### src/rtl/lock_if.sv
// Boat-lock control bus: arrival requests and chamber sensing in, gate/water
// commands and service status out.
interface lock_if;
    logic       arrive_left;
    logic       arrive_right;
    logic       boat_in;
    logic [5:0] water_level;
    logic       fill;
    logic       drain;
    logic       gate_left;
    logic       gate_right;
    logic       grant_right;
    logic       busy;
    logic [7:0] boats_served;

    modport master (
        output arrive_left, arrive_right, boat_in, water_level,
        input  fill, drain, gate_left, gate_right, grant_right, busy, boats_served
    );

    modport slave (
        input  arrive_left, arrive_right, boat_in, water_level,
        output fill, drain, gate_left, gate_right, grant_right, busy, boats_served
    );
endinterface

### src/rtl/lock_scheduler.sv
// Two-gate canal lock scheduler: arbitrates waiting boats, equalizes the
// chamber, and sequences the gates and water commands for one passage at a time.
module lock_scheduler #(
    parameter logic [5:0] LOW_LVL  = 6'd0,
    parameter logic [5:0] HIGH_LVL = 6'd40
) (
    input  logic clk,
    input  logic reset,
    lock_if.slave bus
);

    typedef enum logic [2:0] {
        IDLE,
        EQUALIZE,
        OPEN_ENTRY,
        CLOSE_ENTRY,
        TRANSFER,
        OPEN_EXIT,
        CLOSE_EXIT
    } state_t;

    state_t     state_q, state_d;
    logic       pend_left_q, pend_left_d;
    logic       pend_right_q, pend_right_d;
    logic       last_served_q, last_served_d;
    logic       grant_right_q, grant_right_d;
    logic [7:0] served_q, served_d;

    logic at_low, at_high;
    logic entry_met, exit_met;
    logic pick_right;
    logic fill_c, drain_c, gate_left_c, gate_right_c;

    assign at_low    = (bus.water_level <= LOW_LVL);
    assign at_high   = (bus.water_level >= HIGH_LVL);
    assign entry_met = grant_right_q ? at_high : at_low;
    assign exit_met  = grant_right_q ? at_low  : at_high;

    // A side whose entry level already holds wins; otherwise round-robin.
    assign pick_right = pend_right_q &
                        (!pend_left_q | (!at_low & (at_high | !last_served_q)));

    always_comb begin
        state_d       = state_q;
        pend_left_d   = pend_left_q;
        pend_right_d  = pend_right_q;
        last_served_d = last_served_q;
        grant_right_d = grant_right_q;
        served_d      = served_q;

        case (state_q)
            IDLE: begin
                if (pend_left_q || pend_right_q) begin
                    grant_right_d = pick_right;
                    if (pick_right) begin
                        pend_right_d = 1'b0;
                        state_d      = at_high ? OPEN_ENTRY : EQUALIZE;
                    end else begin
                        pend_left_d  = 1'b0;
                        state_d      = at_low ? OPEN_ENTRY : EQUALIZE;
                    end
                end
            end
            EQUALIZE: begin
                if (entry_met) state_d = OPEN_ENTRY;
            end
            OPEN_ENTRY: begin
                if (bus.boat_in) state_d = CLOSE_ENTRY;
            end
            CLOSE_ENTRY: begin
                state_d = TRANSFER;
            end
            TRANSFER: begin
                if (exit_met) state_d = OPEN_EXIT;
            end
            OPEN_EXIT: begin
                if (!bus.boat_in) state_d = CLOSE_EXIT;
            end
            CLOSE_EXIT: begin
                served_d      = served_q + 8'd1;
                last_served_d = grant_right_q;
                state_d       = IDLE;
            end
            default: begin
                state_d = IDLE;
            end
        endcase

        // A new arrival in the same cycle as a grant keeps the request pending.
        pend_left_d  = pend_left_d  | bus.arrive_left;
        pend_right_d = pend_right_d | bus.arrive_right;
    end

    always_ff @(posedge clk) begin
        if (reset) begin
            state_q       <= IDLE;
            pend_left_q   <= 1'b0;
            pend_right_q  <= 1'b0;
            last_served_q <= 1'b0;
            grant_right_q <= 1'b0;
            served_q      <= 8'd0;
        end else begin
            state_q       <= state_d;
            pend_left_q   <= pend_left_d;
            pend_right_q  <= pend_right_d;
            last_served_q <= last_served_d;
            grant_right_q <= grant_right_d;
            served_q      <= served_d;
        end
    end

    // Water and gate commands come only from state, side and level, so a
    // reset returns every command to zero on the very next cycle.
    always_comb begin
        fill_c       = 1'b0;
        drain_c      = 1'b0;
        gate_left_c  = 1'b0;
        gate_right_c = 1'b0;
        case (state_q)
            EQUALIZE: begin
                fill_c  =  grant_right_q & !at_high;
                drain_c = !grant_right_q & !at_low;
            end
            OPEN_ENTRY: begin
                gate_left_c  = !grant_right_q;
                gate_right_c =  grant_right_q;
            end
            TRANSFER: begin
                fill_c  = !grant_right_q & !at_high;
                drain_c =  grant_right_q & !at_low;
            end
            OPEN_EXIT: begin
                gate_left_c  =  grant_right_q;
                gate_right_c = !grant_right_q;
            end
            default: begin
            end
        endcase
    end

    assign bus.fill         = fill_c;
    assign bus.drain        = drain_c;
    assign bus.gate_left    = gate_left_c;
    assign bus.gate_right   = gate_right_c;
    assign bus.grant_right  = grant_right_q;
    assign bus.busy         = (state_q != IDLE);
    assign bus.boats_served = served_q;

endmodule

### src/flat_wrapper.sv
// flat-port wrapper written by rule: the top's interface ports become plain ports
module lock_scheduler_flat 
#(
    parameter logic [5:0] LOW_LVL  = 6'd0,
    parameter logic [5:0] HIGH_LVL = 6'd40
)
  (clk, reset, bus_arrive_left, bus_arrive_right, bus_boat_in, bus_water_level, bus_fill, bus_drain, bus_gate_left, bus_gate_right, bus_grant_right, bus_busy, bus_boats_served);
  lock_if bus_i ();
  input  logic clk;
  input  logic reset;
  input wire logic [$bits(bus_i.arrive_left)-1:0] bus_arrive_left;
  input wire logic [$bits(bus_i.arrive_right)-1:0] bus_arrive_right;
  input wire logic [$bits(bus_i.boat_in)-1:0] bus_boat_in;
  input wire logic [$bits(bus_i.water_level)-1:0] bus_water_level;
  output wire logic [$bits(bus_i.fill)-1:0] bus_fill;
  output wire logic [$bits(bus_i.drain)-1:0] bus_drain;
  output wire logic [$bits(bus_i.gate_left)-1:0] bus_gate_left;
  output wire logic [$bits(bus_i.gate_right)-1:0] bus_gate_right;
  output wire logic [$bits(bus_i.grant_right)-1:0] bus_grant_right;
  output wire logic [$bits(bus_i.busy)-1:0] bus_busy;
  output wire logic [$bits(bus_i.boats_served)-1:0] bus_boats_served;
  assign bus_i.arrive_left = bus_arrive_left;
  assign bus_i.arrive_right = bus_arrive_right;
  assign bus_i.boat_in = bus_boat_in;
  assign bus_i.water_level = bus_water_level;
  assign bus_fill = bus_i.fill;
  assign bus_drain = bus_i.drain;
  assign bus_gate_left = bus_i.gate_left;
  assign bus_gate_right = bus_i.gate_right;
  assign bus_grant_right = bus_i.grant_right;
  assign bus_busy = bus_i.busy;
  assign bus_boats_served = bus_i.boats_served;
  lock_scheduler #(.LOW_LVL(LOW_LVL), .HIGH_LVL(HIGH_LVL)) u_core (.clk(clk), .reset(reset), .bus(bus_i));
endmodule
### config.mk
export PLATFORM = sky130hd
export DESIGN_NAME = lock_scheduler_flat
export DESIGN_NICKNAME = d
export VERILOG_FILES = /design/src/rtl/lock_if.sv /design/src/rtl/lock_scheduler.sv /design/src/flat_wrapper.sv
export SDC_FILE = /design/constraint.sdc
export NUM_CORES = 1
export LEC_CHECK = 0
export ABC_AREA = 1
export ABC_CLOCK_PERIOD_IN_PS = 2970
export BUFFER_PORTS_ARGS = -buffer_cell sky130_fd_sc_hd__buf_2
export CAP_MARGIN = 40
export CORE_UTILIZATION = 53
export CTS_CLUSTER_DIAMETER = 80
export DETAILED_ROUTE_END_ITERATION = 16
export PLACE_DENSITY = 0.92
export RECOVER_POWER = 25
export REMOVE_ABC_BUFFERS = 1
export SLEW_MARGIN = 20
export SYNTH_ARGS = -nofsm -noshare
export SYNTH_HDL_FRONTEND = slang
export SYNTH_SLANG_ARGS = --single-unit
### constraint.sdc
create_clock -name clk -period 2.97 [get_ports clk]
set_clock_uncertainty 0.2 [all_clocks]
set_input_delay 0.594 -clock clk [delete_from_list [all_inputs] [get_ports clk]]
set_output_delay 0.594 -clock clk [all_outputs]
set_load 0.1 [all_outputs]
# [Word level (Yosys, flattened, before mapping)]
# Cells that the tools add are included.
[classes] magnitude_cmp=2 bitwise=10 muxes=21 add_sub_neg=1 eq_ne=11 reduce_logical=10
[op_table] operator="3-bit two-way mux" count=6
[op_table] operator="3-bit case mux with 6 select lines" count=1
[op_table] operator="3-bit equality test, second input constant" count=3
[op_table] operator="8-bit by 1-bit adder with 8-bit output, second input constant" count=1
[op_table] operator="1-bit two-way mux" count=8
[op_table] operator="1-bit case mux with 2 select lines" count=4
[op_table] operator="1-bit AND" count=6
[op_table] operator="3-bit by 2-bit equality test with 1-bit output, second input constant" count=2
[op_table] operator="6-bit >= comparator, second input constant" count=1
[op_table] operator="6-bit by 1-bit <= comparator with 1-bit output, second input constant" count=1
[op_table] operator="2-bit by 1-bit inequality test with 1-bit output, second input constant" count=3
[op_table] operator="1-bit logical NOT" count=5
[op_table] operator="5-bit AND reduction" count=1
[op_table] operator="2-bit two-way mux" count=2
[op_table] operator="2-bit inequality test, second input constant" count=2
[op_table] operator="1-bit bitwise OR" count=4
[op_table] operator="3-bit by 1-bit equality test with 1-bit output, second input constant" count=1
[op_table] operator="3-bit logical NOT" count=1
[op_table] operator="3-bit nonzero test" count=1
[op_table] operator="2-bit AND reduction" count=1
[op_table] operator="1-bit logical OR" count=1
[word_totals] output_inout_bits=14 word_cells=61 ff_bits=15 input_bits=11

# [Longest topological paths before layout]
# Gate-level depths: netlist (run 1).
[depth] depth_word=9 ltp_mapped=10 ltp_nobuf=10

# [Least setup slack after synthesis (run 1)]
# No wires, ideal clock.
[synth_path] path_type="reg2out" start="register u_core.grant_right_q (netlist: u_core.bus.grant_right)" end="output bus_fill" slack_ps=-1354 arrival_ps=3530 path_stages_with_launch=4 path_buffers=0 required_time_ps=2176 path_cell_list="dfxtp_1 > inv_1 > xor2_1 > nor3_1"
[synth_via] elab_chain_cells=3 word_cells_on_any_way=4 classes_between="1 x mux; 2 x bitwise; 1 x reduce/logical"
[synth_rtl] element="start: declaration" line="lock_scheduler.sv:26" text="logic grant_right_q, grant_right_d;"
[synth_rtl] element="start signal: assignment" line="lock_scheduler.sv:107" text="grant_right_q <= grant_right_d;"
[synth_rtl] element="1-bit logical NOT" line="lock_scheduler.sv:129" text="fill_c = !grant_right_q & !at_high;"
[synth_rtl] element="1-bit AND" line="lock_scheduler.sv:129"
[synth_rtl] element="1-bit case mux with 2 select lines *" line="lock_scheduler.sv:119" text="case (state_q)"
[synth_rtl] element="end: declaration" line="flat_wrapper.sv:15" text="output wire logic [$bits(bus_i.fill)-1:0] bus_fill;"
# Every way passes the cells marked *; elsewhere a longest branch is shown, timed or not.

# [Worst setup path in the final report (run 1)]
[layout_path] start="register u_core.state_q[2]" end="output bus_drain"
[layout_via] elab_chain_cells=2 word_cells_on_any_way=3 classes_between="2 x eq/ne; 1 x mux"
[layout_rtl] element="start: declaration" line="lock_scheduler.sv:22" text="state_t state_q, state_d;"
[layout_rtl] element="start signal: assignment" line="lock_scheduler.sv:103" text="state_q <= state_d;"
[layout_rtl] element="3-bit equality test / 3-bit by 1-bit equality test with 1-bit output (equally long branches)" line="lock_scheduler.sv:119"
[layout_rtl] element="1-bit case mux with 2 select lines *" line="lock_scheduler.sv:119"
[layout_rtl] element="end: declaration" line="flat_wrapper.sv:16" text="output wire logic [$bits(bus_i.drain)-1:0] bus_drain;"
# Marked as above.

==> results by group, run 1 <==
Run
  – # Max-Cap Violations: 0

Placement
  – Routability cong.: 0.872
  – DP Cell Count: 169
  – Quantity of I/O buffers inserted on ports: 24
  – Placed inst area: 1000 µm²
  – HPWL reported at the end of detailed placement: 1430 µm
  – Post-placement worst setup slack: 0.528 ns

Timing
  – Worst path setup slack after routing: 0.298 ns
  – RSZ-0062 raised after global routing: false
  – Worst Tran Pin Value: 0.487 ns
  – Fin. max-slew vios: 0
  – Count of final setup violators: 0
  – Maximum clock rate: 0.374 GHz
  – Post-route clock period utilization: 0.900
  – Headroom to the max-slew limit: 0.678
  – Fin crit period: 2.67 ns
  – Number of hold-slack violations in the final timing report: 0

Global route
  – Overall routing resource usage: 0.227
  – Sum of overflow across all layers after global routing: 0
  – Met2 Resource Use GR: 0.391
  – Global route hottest layer: met2
  – Met1 global-route usage: 0.260
  – Maximum number of pins on one net before global-route repair: 11
  – Wire length of the first global-routing pass: 3130 µm
  – Via count of the first global-routing pass: 831
  – Antenna violations before repair: 0
  – Met3 Use GR: 0.0259

Drt
  – Post-detailed-route count of antenna-violating nets: 0
  – Pre-Repair DR Iteration Count: 4
  – Initial DRC Count: 10
  – DRC violation count after routing: 0
  – Routed WL: 1800 µm
  – Total number of vias: 897
  – WL/cell: 10.4 µm
  – Via/cell ratio: 5.18

Worst setup path
  – Kind of critical path: flop to primary output
  – Arrival time of the worst setup path: 1.88 ns
  – R2R cell count: 7
  – Worst path required time: 2.18 ns
  – Biggest fanout along the worst timing path: 6
  – Capturing element type of the critical path: primary output
  – Startpoint class of the critical path: flop

Clock network
  – Cts bufs inserted: 3
  – Number of setup buffers added after CTS: 0
  – Cell at the root of the clock tree: sky130_fd_sc_hd__clkbuf_4
  – Resize count post-CTS: 0
  – Max H-tree Level: 1
  – Clock tree from TritonCTS: yes
  – Num Clock Sinks: 15
  – Clock input transition at the sequential cells of the worst setup and hold paths: 0.09 ns
  – Clock latency of the later-clocked register in the worst-skew pair: 0.29 ns
  – Buffers from clock root to sink, at most: 2
  – Hold-fix buffers at CTS: 0

Synth
  – Async S/R FF share, synth: 0
  – Area share of the largest cell type after synthesis: 0.345
  – Mux share of post-synthesis cell area: 0
  – Number of library cell types mapped by synthesis: 28
  – Synthesis Warnings: 0
  – Adder-Cell Fraction of Synth Area: 0.0144
  – Combinational family with the most area after synthesis: simple AND/OR/NAND/NOR gates
  – Dominant register cell in the synthesized netlist: sky130_fd_sc_hd__dfxtp_1
  – Avg Cell Area, Syn: 6.65 µm²
  – Xor and xnor fraction of the mapped netlist area: 0.0201
  – Library cell with the largest summed area after synthesis: sky130_fd_sc_hd__dfxtp_1
  – Most area-consuming cells after synthesis: sky130_fd_sc_hd__dfxtp_1 (34%), sky130_fd_sc_hd__nand2_1 (12%), sky130_fd_sc_hd__nor2_1 (7.3%)
  – Fraction of the mapped netlist area in compound gates: 0.141
  – Netlist area before placement: 871 µm²
  – Gate Count Post-Synth: 131
  – Synthesized flop and latch total: 15
  – Share of the yosys chip area belonging to registers: 0.345
  – Simple-gate portion of the synthesized area: 0.384
  – Number of enable flip-flop cells after synthesis: 0

Floorplanning
  – Die Span X: 42.5 µm
  – Starting Density: 0.571
  – Vertical die dimension: 42.5 µm
  – Top-level port count: 25
  – Placeable Area: 1520 µm²
  – Full die area: 1810 µm²
  – Number of core rows: 14

Cells and area
  – Final nets: 170
  – Non-filler instance count after layout: 173
  – Total inserted antenna cells: 0
  – Post-route cell area: 1020 µm²
  – Share of cells above drive strength 1: 0.242
  – Layout overhead on the synthesized area: 17.4%

Min path
  – Number of stages on the worst hold path: 3
  – Tightest Hold Check Type: input port to flop

Pwr
  – Standby leakage power: 0.000536 µW
  – Power after layout: 826 µW
  – IR drop worst, VDD: 508 µV
  – Power per cell area: 808 nW/µm²

Status
  – Run status: finished, final reports clean
-- final timing paths --
path | end | from | slack (ns)
min reg2reg | u_core.bus.boats_served[2] | u_core.bus.boats_served[2] | 0.31
max | bus_drain | u_core.state_q[2] | 0.30
max reg2reg | u_core.bus.boats_served[5] | u_core.state_q[2] | 1.09
min | u_core.pend_right_q | bus_arrive_right | 0.30
-- Yosys cell counts (2+ instances only) --
cell type and instances:
sky130_fd_sc_hd__nand2_1 27, sky130_fd_sc_hd__inv_2 3, sky130_fd_sc_hd__dfxtp_1 15, sky130_fd_sc_hd__nand4_1 2
sky130_fd_sc_hd__inv_1 16, sky130_fd_sc_hd__o21ai_0 6, sky130_fd_sc_hd__o21ai_1 3, sky130_fd_sc_hd__nor3_2 2
sky130_fd_sc_hd__xor2_1 2, sky130_fd_sc_hd__nand3_1 8, sky130_fd_sc_hd__a21oi_1 11, sky130_fd_sc_hd__nor3_1 4
sky130_fd_sc_hd__nor2_1 17
-- where the power goes --
| group | internal [µW] | switching [µW] |
|---|---|---|
| logic | 98.1 | 353 |
| clock network | 50.2 | 66.1 |
| registers | 221 | 37.1 |
| total | 370 | 456 |
-- area by class of cell --
| type | count | area [µm²] |
|---|---|---|
| Clock buffer | 3 | 22.5 |
| Timing Repair Buffer | 24 | 120 |
| Inverter | 20 | 75.1 |
| Fill cell | 137 | 502 |
| Sequential cell | 15 | 300 |
| Clock inverter | 1 | 5.00 |
| Tap cell | 16 | 20.0 |
| Multi-Input combinational cell | 94 | 479 |
-- flip-flops by register name (all words and copies together) (netlist names) --
register	flops
u_core.bus.boats_served	8
u_core.bus.grant_right	1
u_core.last_served_q	1
u_core.pend_left_q	1
u_core.pend_right_q	1
u_core.state_q	3
-- cells in the final DEF (no fill, tap or decap), types with 2 or more instances in the layout --
master | netlist | final
sky130_fd_sc_hd__nor3_2 | 2 | 2
sky130_fd_sc_hd__inv_2 | 3 | 2
sky130_fd_sc_hd__nand2_1 | 27 | 27
sky130_fd_sc_hd__nor2_1 | 17 | 18
sky130_fd_sc_hd__nand3_1 | 8 | 8
sky130_fd_sc_hd__dfxtp_1 | 15 | 15
sky130_fd_sc_hd__nor3_1 | 4 | 4
sky130_fd_sc_hd__o21ai_1 | 3 | 3
sky130_fd_sc_hd__o21ai_0 | 6 | 6
sky130_fd_sc_hd__clkbuf_4 | 0 | 3
sky130_fd_sc_hd__inv_1 | 16 | 17
sky130_fd_sc_hd__xor2_1 | 2 | 2
sky130_fd_sc_hd__a21oi_1 | 11 | 11
sky130_fd_sc_hd__buf_2 | 0 | 24
sky130_fd_sc_hd__nand4_1 | 2 | 2
-- per-stage QoR --
step / util / TNS, ns / hold slack (ns)
6_report: 0.671 / 0 / 0.302
5_1_grt: 0.671 / 0 / 0.322
4_1_cts: 0.676 / 0 / 0.294
3_5_place_dp: 0.658 / 0 / 0.279
3_3_place_gp: 0.658 / 0 / 0.272
2_1_floorplan: - / -4.06 / 0.290
-- cell families after synthesis --
logic type | count (synthesis)
AND/OR/NAND/NOR | 68
AO/OA/AOI/OAI | 23
buffers and inverters | 22
flip-flops | 15
XOR/XNOR | 2
adder cells (fa/ha/maj) | 1
-- critical path, stage by stage (launching register included) --
cell and delay [ns]:
sky130_fd_sc_hd__dfxtp_1 0.46, sky130_fd_sc_hd__inv_2 0.07, sky130_fd_sc_hd__nor3_2 0.23, sky130_fd_sc_hd__xor2_1 0.22, sky130_fd_sc_hd__nand2_1 0.08, sky130_fd_sc_hd__nor2_1 0.09
sky130_fd_sc_hd__buf_2 0.43
-- per-layer routing --
metal | routed length (µm) | part of all wire
met2 | 882 | 0.49
met5 | 0 | 0
met1 | 787 | 0.44
met3 | 82 | 0.045
met4 | 51 | 0.028
(Power assumes the default switching activity.)
==> inputs of run 2 (changes only) <==
--- a/config.mk
+++ b/config.mk
@@ -5,17 +5,17 @@
 export SDC_FILE = /design/constraint.sdc
 export NUM_CORES = 1
 export LEC_CHECK = 0
-export ABC_AREA = 1
 export ABC_CLOCK_PERIOD_IN_PS = 2970
 export BUFFER_PORTS_ARGS = -buffer_cell sky130_fd_sc_hd__buf_2
-export CAP_MARGIN = 40
+export CAP_MARGIN = 20
 export CORE_UTILIZATION = 53
 export CTS_CLUSTER_DIAMETER = 80
 export DETAILED_ROUTE_END_ITERATION = 16
-export PLACE_DENSITY = 0.92
+export PLACE_DENSITY = 0.93
 export RECOVER_POWER = 25
 export REMOVE_ABC_BUFFERS = 1
 export SLEW_MARGIN = 20
 export SYNTH_ARGS = -nofsm -noshare
 export SYNTH_HDL_FRONTEND = slang
 export SYNTH_SLANG_ARGS = --single-unit
+export TNS_END_PERCENT = 10
==> run 2 against run 1 <==
Compared with the run above: synthesized cell count down 23%; register-to-register slack better by 0.03 ns; largest cell class unchanged; clock power about the same; critical endpoint is now bus_gate_left; largest power group unchanged; first-iteration DRC count rose to 2.9 times the previous value; clock-buffer cell count up 1; final cell count down 20%.
==> results by group, run 2 <==
Drt
  – Met1 layer wirelength in the final routing: 834 µm (was 787 µm)
  – Total number of vias: 799 (was 897)
  – Via/cell ratio: 5.79 (was 5.18)
  – WL/cell: 12.6 µm (was 10.4 µm)
  – DRC violation count after routing: 0 (unchanged)
  – Initial DRC Count: 29 (was 10)
  – Routed met3 length: 75 µm (was 82 µm)
  – Routed WL: 1740 µm (was 1800 µm)
  – Highest layer used for signal routing: met4 (unchanged)
  – Post-detailed-route count of antenna-violating nets: 0 (unchanged)
  – Pre-Repair DR Iteration Count: 4 (unchanged)
  – Detailed route wirelength on metal2: 807 µm (was 882 µm)

Global route
  – Overall routing resource usage: 0.216 (was 0.227)
  – Antenna violations before repair: 0 (unchanged)
  – Via count of the first global-routing pass: 676 (was 831)
  – Wire length of the first global-routing pass: 2860 µm (was 3130 µm)
  – Sum of overflow across all layers after global routing: 0 (unchanged)
  – Maximum number of pins on one net before global-route repair: 16 (was 11)

Worst setup path
  – Worst path required time: 2.18 ns (about the same)
  – Arrival time of the worst setup path: 1.94 ns (was 1.88 ns)
  – Biggest fanout along the worst timing path: 8 (was 6)
  – Reg2Reg Launch Point: u_core.state_q[2] (unchanged)
  – Kind of critical path: flop to primary output (unchanged)
  – Startpoint class of the critical path: flop (unchanged)
  – Capturing element type of the critical path: primary output (unchanged)
  – Launch point of the critical path: u_core.state_q[1] (was u_core.state_q[2])

Placement
  – Quantity of I/O buffers inserted on ports: 24 (unchanged)
  – Routability cong.: 0.824 (was 0.872)
  – HPWL reported at the end of detailed placement: 1300 µm (was 1430 µm)
  – Placed inst area: 937 µm² (was 1000 µm²)

Cells and area
  – Multi-input gate area: 493 µm² (was 479 µm²)
  – Number of fill cells: 109 (was 137)
  – Commonest cells after routing, fill and taps aside: sky130_fd_sc_hd__buf_2 (24), sky130_fd_sc_hd__nor2_1 (18), sky130_fd_sc_hd__dfxtp_1 (15) (was sky130_fd_sc_hd__nand2_1 (27), sky130_fd_sc_hd__buf_2 (24), sky130_fd_sc_hd__nor2_1 (18))
  – Most common cell after layout, fill and taps aside: sky130_fd_sc_hd__buf_2 (was sky130_fd_sc_hd__nand2_1)
  – Max reg flops: 8 (unchanged)
  – Final nets: 136 (was 170)
  – Share of cells above drive strength 1: 0.252 (was 0.242)
  – Storage cell area: 300 µm² (unchanged)
  – Layout overhead on the synthesized area: 17.5% (was 17.4%)
  – Post-route cell area: 973 µm² (was 1020 µm²)
  – Share of the core filled with cells: 0.704 (was 0.671)
  – Total inserted antenna cells: 0 (unchanged)

Clock network
  – Number of setup buffers added after CTS: 0 (unchanged)
  – Hold-fix buffers at CTS: 0 (unchanged)
  – Num Clock Sinks: 15 (unchanged)
  – Cts bufs inserted: 3 (unchanged)
  – Clock tree from TritonCTS: yes (unchanged)
  – Clock latency of the later-clocked register in the worst-skew pair: 0.28 ns (was 0.29 ns)
  – Cell at the root of the clock tree: sky130_fd_sc_hd__clkbuf_4 (unchanged)
  – Max H-tree Level: 1 (unchanged)
  – Clock input transition at the sequential cells of the worst setup and hold paths: 0.09 ns (about the same)
  – Buffers from clock root to sink, at most: 2 (unchanged)

Floorplanning
  – Vertical die dimension: 41.5 µm (was 42.5 µm)
  – Starting Density: 0.599 (was 0.571)
  – Placeable Area: 1380 µm² (was 1520 µm²)
  – Top-level port count: 25 (unchanged)
  – Full die area: 1720 µm² (was 1810 µm²)
  – Die Span X: 41.5 µm (was 42.5 µm)
  – Number of core rows: 13 (was 14)

Timing
  – Count of final setup violators: 0 (unchanged)
  – Maximum clock rate: 0.366 GHz (was 0.374 GHz)
  – Headroom to the max-slew limit: 0.665 (was 0.678)
  – Post-route clock period utilization: 0.919 (was 0.900)
  – Fin crit period: 2.73 ns (was 2.67 ns)
  – Number of hold-slack violations in the final timing report: 0 (unchanged)
  – RSZ-0062 raised after global routing: false (unchanged)
  – Setup TNS: 0 ns (unchanged)
  – Worst Tran Pin Value: 0.498 ns (was 0.487 ns)
  – Fin. max-slew vios: 0 (unchanged)

Status
  – Run status: finished, final reports clean (unchanged)

Synth
  – Share of the yosys chip area belonging to registers: 0.363 (was 0.345)
  – Fraction of the mapped netlist area in compound gates: 0.196 (was 0.141)
  – Simple-gate portion of the synthesized area: 0.237 (was 0.384)
  – Combinational family with the most area after synthesis: simple AND/OR/NAND/NOR gates (unchanged)
  – Most instantiated library cell after synthesis: sky130_fd_sc_hd__nor2_1 (was sky130_fd_sc_hd__nand2_1)
  – Most area-consuming cells after synthesis: sky130_fd_sc_hd__dfxtp_1 (36%), sky130_fd_sc_hd__nor2_1 (8.2%), sky130_fd_sc_hd__mux2i_1 (6.0%) (was sky130_fd_sc_hd__dfxtp_1 (34%), sky130_fd_sc_hd__nand2_1 (12%), sky130_fd_sc_hd__nor2_1 (7.3%))
  – Adder-Cell Fraction of Synth Area: 0.0151 (was 0.0144)
  – Number of library cell types mapped by synthesis: 36 (was 28)
  – Dominant register cell in the synthesized netlist: sky130_fd_sc_hd__dfxtp_1 (unchanged)
  – Mux share of post-synthesis cell area: 0.0604 (was 0)
  – Synthesized flop and latch total: 15 (unchanged)
  – Netlist area before placement: 828 µm² (was 871 µm²)
  – Number of enable flip-flop cells after synthesis: 0 (unchanged)
  – Library cell with the largest summed area after synthesis: sky130_fd_sc_hd__dfxtp_1 (unchanged)
  – Async S/R FF share, synth: 0 (unchanged)
  – Xor and xnor fraction of the mapped netlist area: 0.0740 (was 0.0201)
  – Area share of the largest cell type after synthesis: 0.363 (was 0.345)
  – Gate Count Post-Synth: 101 (was 131)
  – Avg Cell Area, Syn: 8.20 µm² (was 6.65 µm²)
  – Synthesis Warnings: 0 (unchanged)
  – Top cells by count, synth: sky130_fd_sc_hd__nor2_1 (18), sky130_fd_sc_hd__dfxtp_1 (15), sky130_fd_sc_hd__a21oi_1 (9) (was sky130_fd_sc_hd__nand2_1 (27), sky130_fd_sc_hd__nor2_1 (17), sky130_fd_sc_hd__inv_1 (16))

Pwr
  – Power per cell area: 795 nW/µm² (was 808 nW/µm²)
  – IR drop worst, VDD: 721 µV (was 508 µV)
  – Standby leakage power: 0.000426 µW (was 0.000536 µW)

Run
  – # Max-Cap Violations: 0 (unchanged)

Min path
  – Tightest Hold Check Type: input port to flop (unchanged)
  – Startpoint of the worst hold path: bus_arrive_left (was bus_arrive_right)
## run 2: layout make-up
cell class	instances	share of cell area
Multi-Input combinational cell	76	0.506
Sequential cell	15	0.308
Timing Repair Buffer	24	0.123
Clock buffer	4	0.0270
Tap cell	15	0.0193
Inverter	4	0.0154
## run 2: final timing paths
check,to,slack [ns],cells after the start
setup / recovery,bus_gate_left,0.24,4
hold / removal,u_core.pend_left_q,0.32,3
setup reg to reg,u_core.bus.boats_served[5],1.12,5
hold reg to reg,u_core.last_served_q,0.33,2
## run 2: timing repair
action,in CTS,in global routing
setup endpoints to repair,0,1
hold endpoints to repair,0,0
resized for setup,0,2
## run 2: per-layer routing
metal  GRT usage  up-vias
met5           0        -
met4      0.0774        0
met3      0.0783        5
met2       0.347       21
met1       0.264      363
li1            -      410
## run 2: kinds of logic after synthesis
group | count (synthesis)
and+or+nand+nor | 38
AOI/OAI and AO/OA | 25
DFF | 15
buffers and inverters | 10
xor gates and xnor gates | 7
muxes | 5
adders and majority gates | 1
## run 2: power breakdown
part           internal [µW]  switching, µW  total (µW)  leakage (µW)
Clock                   52.2           62.4         115     0.0000150
Sequential               220           46.8         267      0.000122
Combinational           96.6            296         392      0.000289
Total                    369            405         774      0.000426
## run 2: per-stage QoR
step                      instances  hold slack [ns]  power [µW]  setup WS, ns
final                           138            0.317         774         0.239
after global routing            138            0.311         816         0.118
after global placement          134            0.289         643         0.530
after CTS                       138            0.312         771         0.111
after floorplan                  95            0.261         586        -0.845
after detailed placement        134            0.314         656         0.450
## run 2: critical path, cell delays in order (launching register included)
cell	delay (ns)
sky130_fd_sc_hd__dfxtp_1	0.50
sky130_fd_sc_hd__inv_1	0.13
sky130_fd_sc_hd__or3_1	0.43
sky130_fd_sc_hd__o21ai_0	0.15
sky130_fd_sc_hd__buf_2	0.44
==> inputs of run 3 (changes only) <==
--- a/config.mk
+++ b/config.mk
@@ -5,13 +5,16 @@
 export SDC_FILE = /design/constraint.sdc
 export NUM_CORES = 1
 export LEC_CHECK = 0
-export ABC_CLOCK_PERIOD_IN_PS = 2970
+export ABC_CLOCK_PERIOD_IN_PS = 2600
 export BUFFER_PORTS_ARGS = -buffer_cell sky130_fd_sc_hd__buf_2
 export CAP_MARGIN = 20
-export CORE_UTILIZATION = 53
+export CELL_PAD_IN_SITES_DETAIL_PLACEMENT = 0
+export CELL_PAD_IN_SITES_GLOBAL_PLACEMENT = 1
+export CORE_ASPECT_RATIO = 0.9
+export CORE_UTILIZATION = 35
 export CTS_CLUSTER_DIAMETER = 80
 export DETAILED_ROUTE_END_ITERATION = 16
-export PLACE_DENSITY = 0.93
+export PLACE_DENSITY = 0.87
 export RECOVER_POWER = 25
 export REMOVE_ABC_BUFFERS = 1
 export SLEW_MARGIN = 20
==> constraint.sdc (replaced) <==
create_clock -name clk -period 2.6 [get_ports clk]
set_clock_uncertainty 0.2 [all_clocks]
set_input_delay 0.52 -clock clk [delete_from_list [all_inputs] [get_ports clk]]
set_output_delay 0.52 -clock clk [all_outputs]
set_load 0.1 [all_outputs]
==> run 3 against run 2 <==
Compared with the run above: via count increased by 1.1%; final area increased by 8.1%; non-clock buffer count increased by 2; critical path depth unchanged; sequential power increased by 10%; core utilization decreased by 23 points; power increased by 22%; combinational power increased by 32%; die area increased by 49%; register-to-register slack got worse by 0.43 ns.
==> results by group, run 3 (same netlist as run 2, synthesis figures left out) <==
Status
  – Run status: finished, final reports clean (unchanged)

Floorplanning
  – Placeable Area: 2200 µm² (was 1380 µm²)
  – Top-level port count: 25 (unchanged)
  – Starting Density: 0.376 (was 0.599)
  – Vertical die dimension: 48.2 µm (was 41.5 µm)
  – Number of core rows: 16 (was 13)
  – Full die area: 2570 µm² (was 1720 µm²)
  – Die Span X: 53.3 µm (was 41.5 µm)

Drt
  – Via/cell ratio: 5.32 (was 5.79)
  – Initial DRC Count: 12 (was 29)
  – DRC violation count after routing: 0 (unchanged)
  – Pre-Repair DR Iteration Count: 4 (unchanged)
  – WL/cell: 11.0 µm (was 12.6 µm)
  – Routed WL: 1670 µm (was 1740 µm)
  – Total number of vias: 808 (was 799)
  – Post-detailed-route count of antenna-violating nets: 0 (unchanged)

Cells and area
  – Post-route cell area: 1050 µm² (was 973 µm²)
  – Final nets: 138 (was 136)
  – Total inserted antenna cells: 0 (unchanged)
  – Most common cell after layout, fill and taps aside: sky130_fd_sc_hd__buf_2 (unchanged)
  – Layout overhead on the synthesized area: 27.0% (was 17.5%)
  – Max reg flops: 8 (unchanged)
  – Commonest cells after routing, fill and taps aside: sky130_fd_sc_hd__buf_2 (20), sky130_fd_sc_hd__nor2_1 (18), sky130_fd_sc_hd__dfxtp_1 (14) (was sky130_fd_sc_hd__buf_2 (24), sky130_fd_sc_hd__nor2_1 (18), sky130_fd_sc_hd__dfxtp_1 (15))
  – Number of fill cells: 228 (was 109)
  – Share of cells above drive strength 1: 0.280 (was 0.252)

Worst setup path
  – Reg2Reg Setup Slack: 0.69 ns (was 1.12 ns)
  – Family with the most delay on the worst path: flip-flops (was buffers and inverters)
  – End of the worst register-to-register path: u_core.state_q[0] (was u_core.bus.boats_served[5])
  – Capturing element type of the critical path: primary output (unchanged)
  – Startpoint class of the critical path: flop (unchanged)
  – Reg2Reg Launch Point: u_core.state_q[0] (was u_core.state_q[2])
  – R2R cell count: 7 (was 5)
  – Ordered cell list for the critical path: inv_1 > or3_1 > mux2i_1 > buf_6 (was inv_1 > or3_1 > o21ai_0 > buf_2)
  – Number of buffers and inverters on the critical path: 2 (unchanged)
  – Slowest CP cell: sky130_fd_sc_hd__dfxtp_1 (unchanged)
  – Highest cell delay on the worst timing path: 0.48 ns (was 0.50 ns)
  – Biggest fanout along the worst timing path: 8 (unchanged)
  – Kind of critical path: flop to primary output (unchanged)
  – Worst path required time: 1.88 ns (was 2.18 ns)
  – Path length in cells of the critical path: 4 (unchanged)
  – Launch point of the critical path: u_core.state_q[1] (unchanged)
  – Crit path to: bus_gate_right (was bus_gate_left)
  – Arrival time of the worst setup path: 1.79 ns (was 1.94 ns)

Timing
  – RSZ-0062 raised after global routing: false (unchanged)
  – Fin crit period: 2.51 ns
  – Count of final setup violators: 0 (unchanged)
  – Post-route clock period utilization: 0.965
  – Worst hold slack: 0.252 ns (was 0.317 ns)
  – Worst Tran Pin Value: 0.520 ns (was 0.498 ns)
  – Number of hold-slack violations in the final timing report: 0 (unchanged)
  – Maximum clock rate: 0.399 GHz
  – Fin. max-slew vios: 0 (unchanged)
  – Headroom to the max-slew limit: 0.650 (was 0.665)

Placement
  – Quantity of I/O buffers inserted on ports: 24 (unchanged)
  – HPWL reported at the end of detailed placement: 1320 µm (was 1300 µm)
  – Placed inst area: 1010 µm² (was 937 µm²)
  – Routability cong.: 0.865 (was 0.824)

Global route
  – Met1 global-route usage: 0.203 (was 0.264)
  – Global route hottest layer: met2 (unchanged)
  – Via count of the first global-routing pass: 597 (was 676)
  – Maximum number of pins on one net before global-route repair: 16 (unchanged)
  – Sum of overflow across all layers after global routing: 0 (unchanged)
  – Antenna violations before repair: 0 (unchanged)
  – Wire length of the first global-routing pass: 2640 µm (was 2860 µm)
  – Overall routing resource usage: 0.142 (was 0.216)
  – Met3 Use GR: 0.0467 (was 0.0783)
  – Met2 Resource Use GR: 0.208 (was 0.347)

Clock network
  – Number of setup buffers added after CTS: 0 (unchanged)
  – Clock input transition at the sequential cells of the worst setup and hold paths: 0.09 ns (about the same)
  – Cell at the root of the clock tree: sky130_fd_sc_hd__clkbuf_4 (unchanged)
  – Clock latency of the later-clocked register in the worst-skew pair: 0.29 ns (was 0.28 ns)
  – Hold-fix buffers at CTS: 0 (unchanged)
  – Num Clock Sinks: 15 (unchanged)
  – Clock tree from TritonCTS: yes (unchanged)
  – Buffers from clock root to sink, at most: 2 (unchanged)
  – Cts bufs inserted: 3 (unchanged)
  – Max H-tree Level: 1 (unchanged)

Run
  – # Max-Cap Violations: 0 (unchanged)

Min path
  – Tightest Hold Check Type: input port to flop (unchanged)

Pwr
  – Standby leakage power: 0.000446 µW (was 0.000426 µW)
  – IR drop worst, VDD: 864 µV (was 721 µV)
  – Power per cell area: 894 nW/µm² (was 795 nW/µm²)
## run 3: how the worst min path moves through the flow
stage | startpoint | slack (ns) | endpoint | cells past startpoint
2_1_floorplan | u_core.last_served_q | 0.26 | u_core.last_served_q | 2
3_3_place_gp | u_core.bus.boats_served[7] | 0.29 | u_core.bus.boats_served[7] | 2
3_5_place_dp | u_core.bus.boats_served[7] | 0.30 | u_core.bus.boats_served[7] | 2
4_1_cts | bus_arrive_left | 0.25 | u_core.pend_left_q | 3
5_1_grt | bus_arrive_right | 0.26 | u_core.pend_right_q | 3
6_report | bus_arrive_right | 0.25 | u_core.pend_right_q | 3
## run 3: through the flow
step | power (µW) | setup WS, ns | utilization | instances | TNS (ns)
global placement | 803 | 0.249 | 0.460 | 148 | 0
finish | 941 | 0.0920 | 0.478 | 152 | 0
CTS | 944 | 0.00536 | 0.473 | 152 | 0
detailed placement | 809 | 0.216 | 0.460 | 148 | 0
floorplan | 670 | -1.14 | - | 95 | -3.61
global route | 993 | 0.00505 | 0.478 | 152 | 0
## run 3: report_power, final
group	total, µW	internal (µW)	switching (µW)
registers	294	252	42.0
clock network	131	57.1	74.1
logic	516	163	353
total	941	472	469
## run 3: routing by layer
layer | vias up | wire, µm | part of all wire
met5 | - | 0 | 0
met1 | 376 | 794 | 0.47
met4 | 0 | 7 | 0.0042
li1 | 413 | - | -
met2 | 17 | 796 | 0.48
met3 | 2 | 76 | 0.045
## run 3: final cells by class
cell class	count	area, µm²	area share
sequential	15	302	0.287
multi-input combinational	76	488	0.464
clock inverter	1	5.00	0.00476
timing repair buffer	26	186	0.177
clock buffer	3	22.5	0.0214
tap	27	33.8	0.0321
inverter	4	15.0	0.0143
## run 3: worst min-delay path, delay by kind of cell
| kind | cells | cell delay [ns] |
|---|---|---|
| buffers and inverters | 1 | 0.08 |
| AOI/OAI and AO/OA | 1 | 0.03 |
| and+or+nand+nor | 1 | 0.07 |
## run 3: what timing repair did
item,in CTS,in global routing
setup endpoints to repair,1,3
pin swaps,0,0
resized for setup,1,4
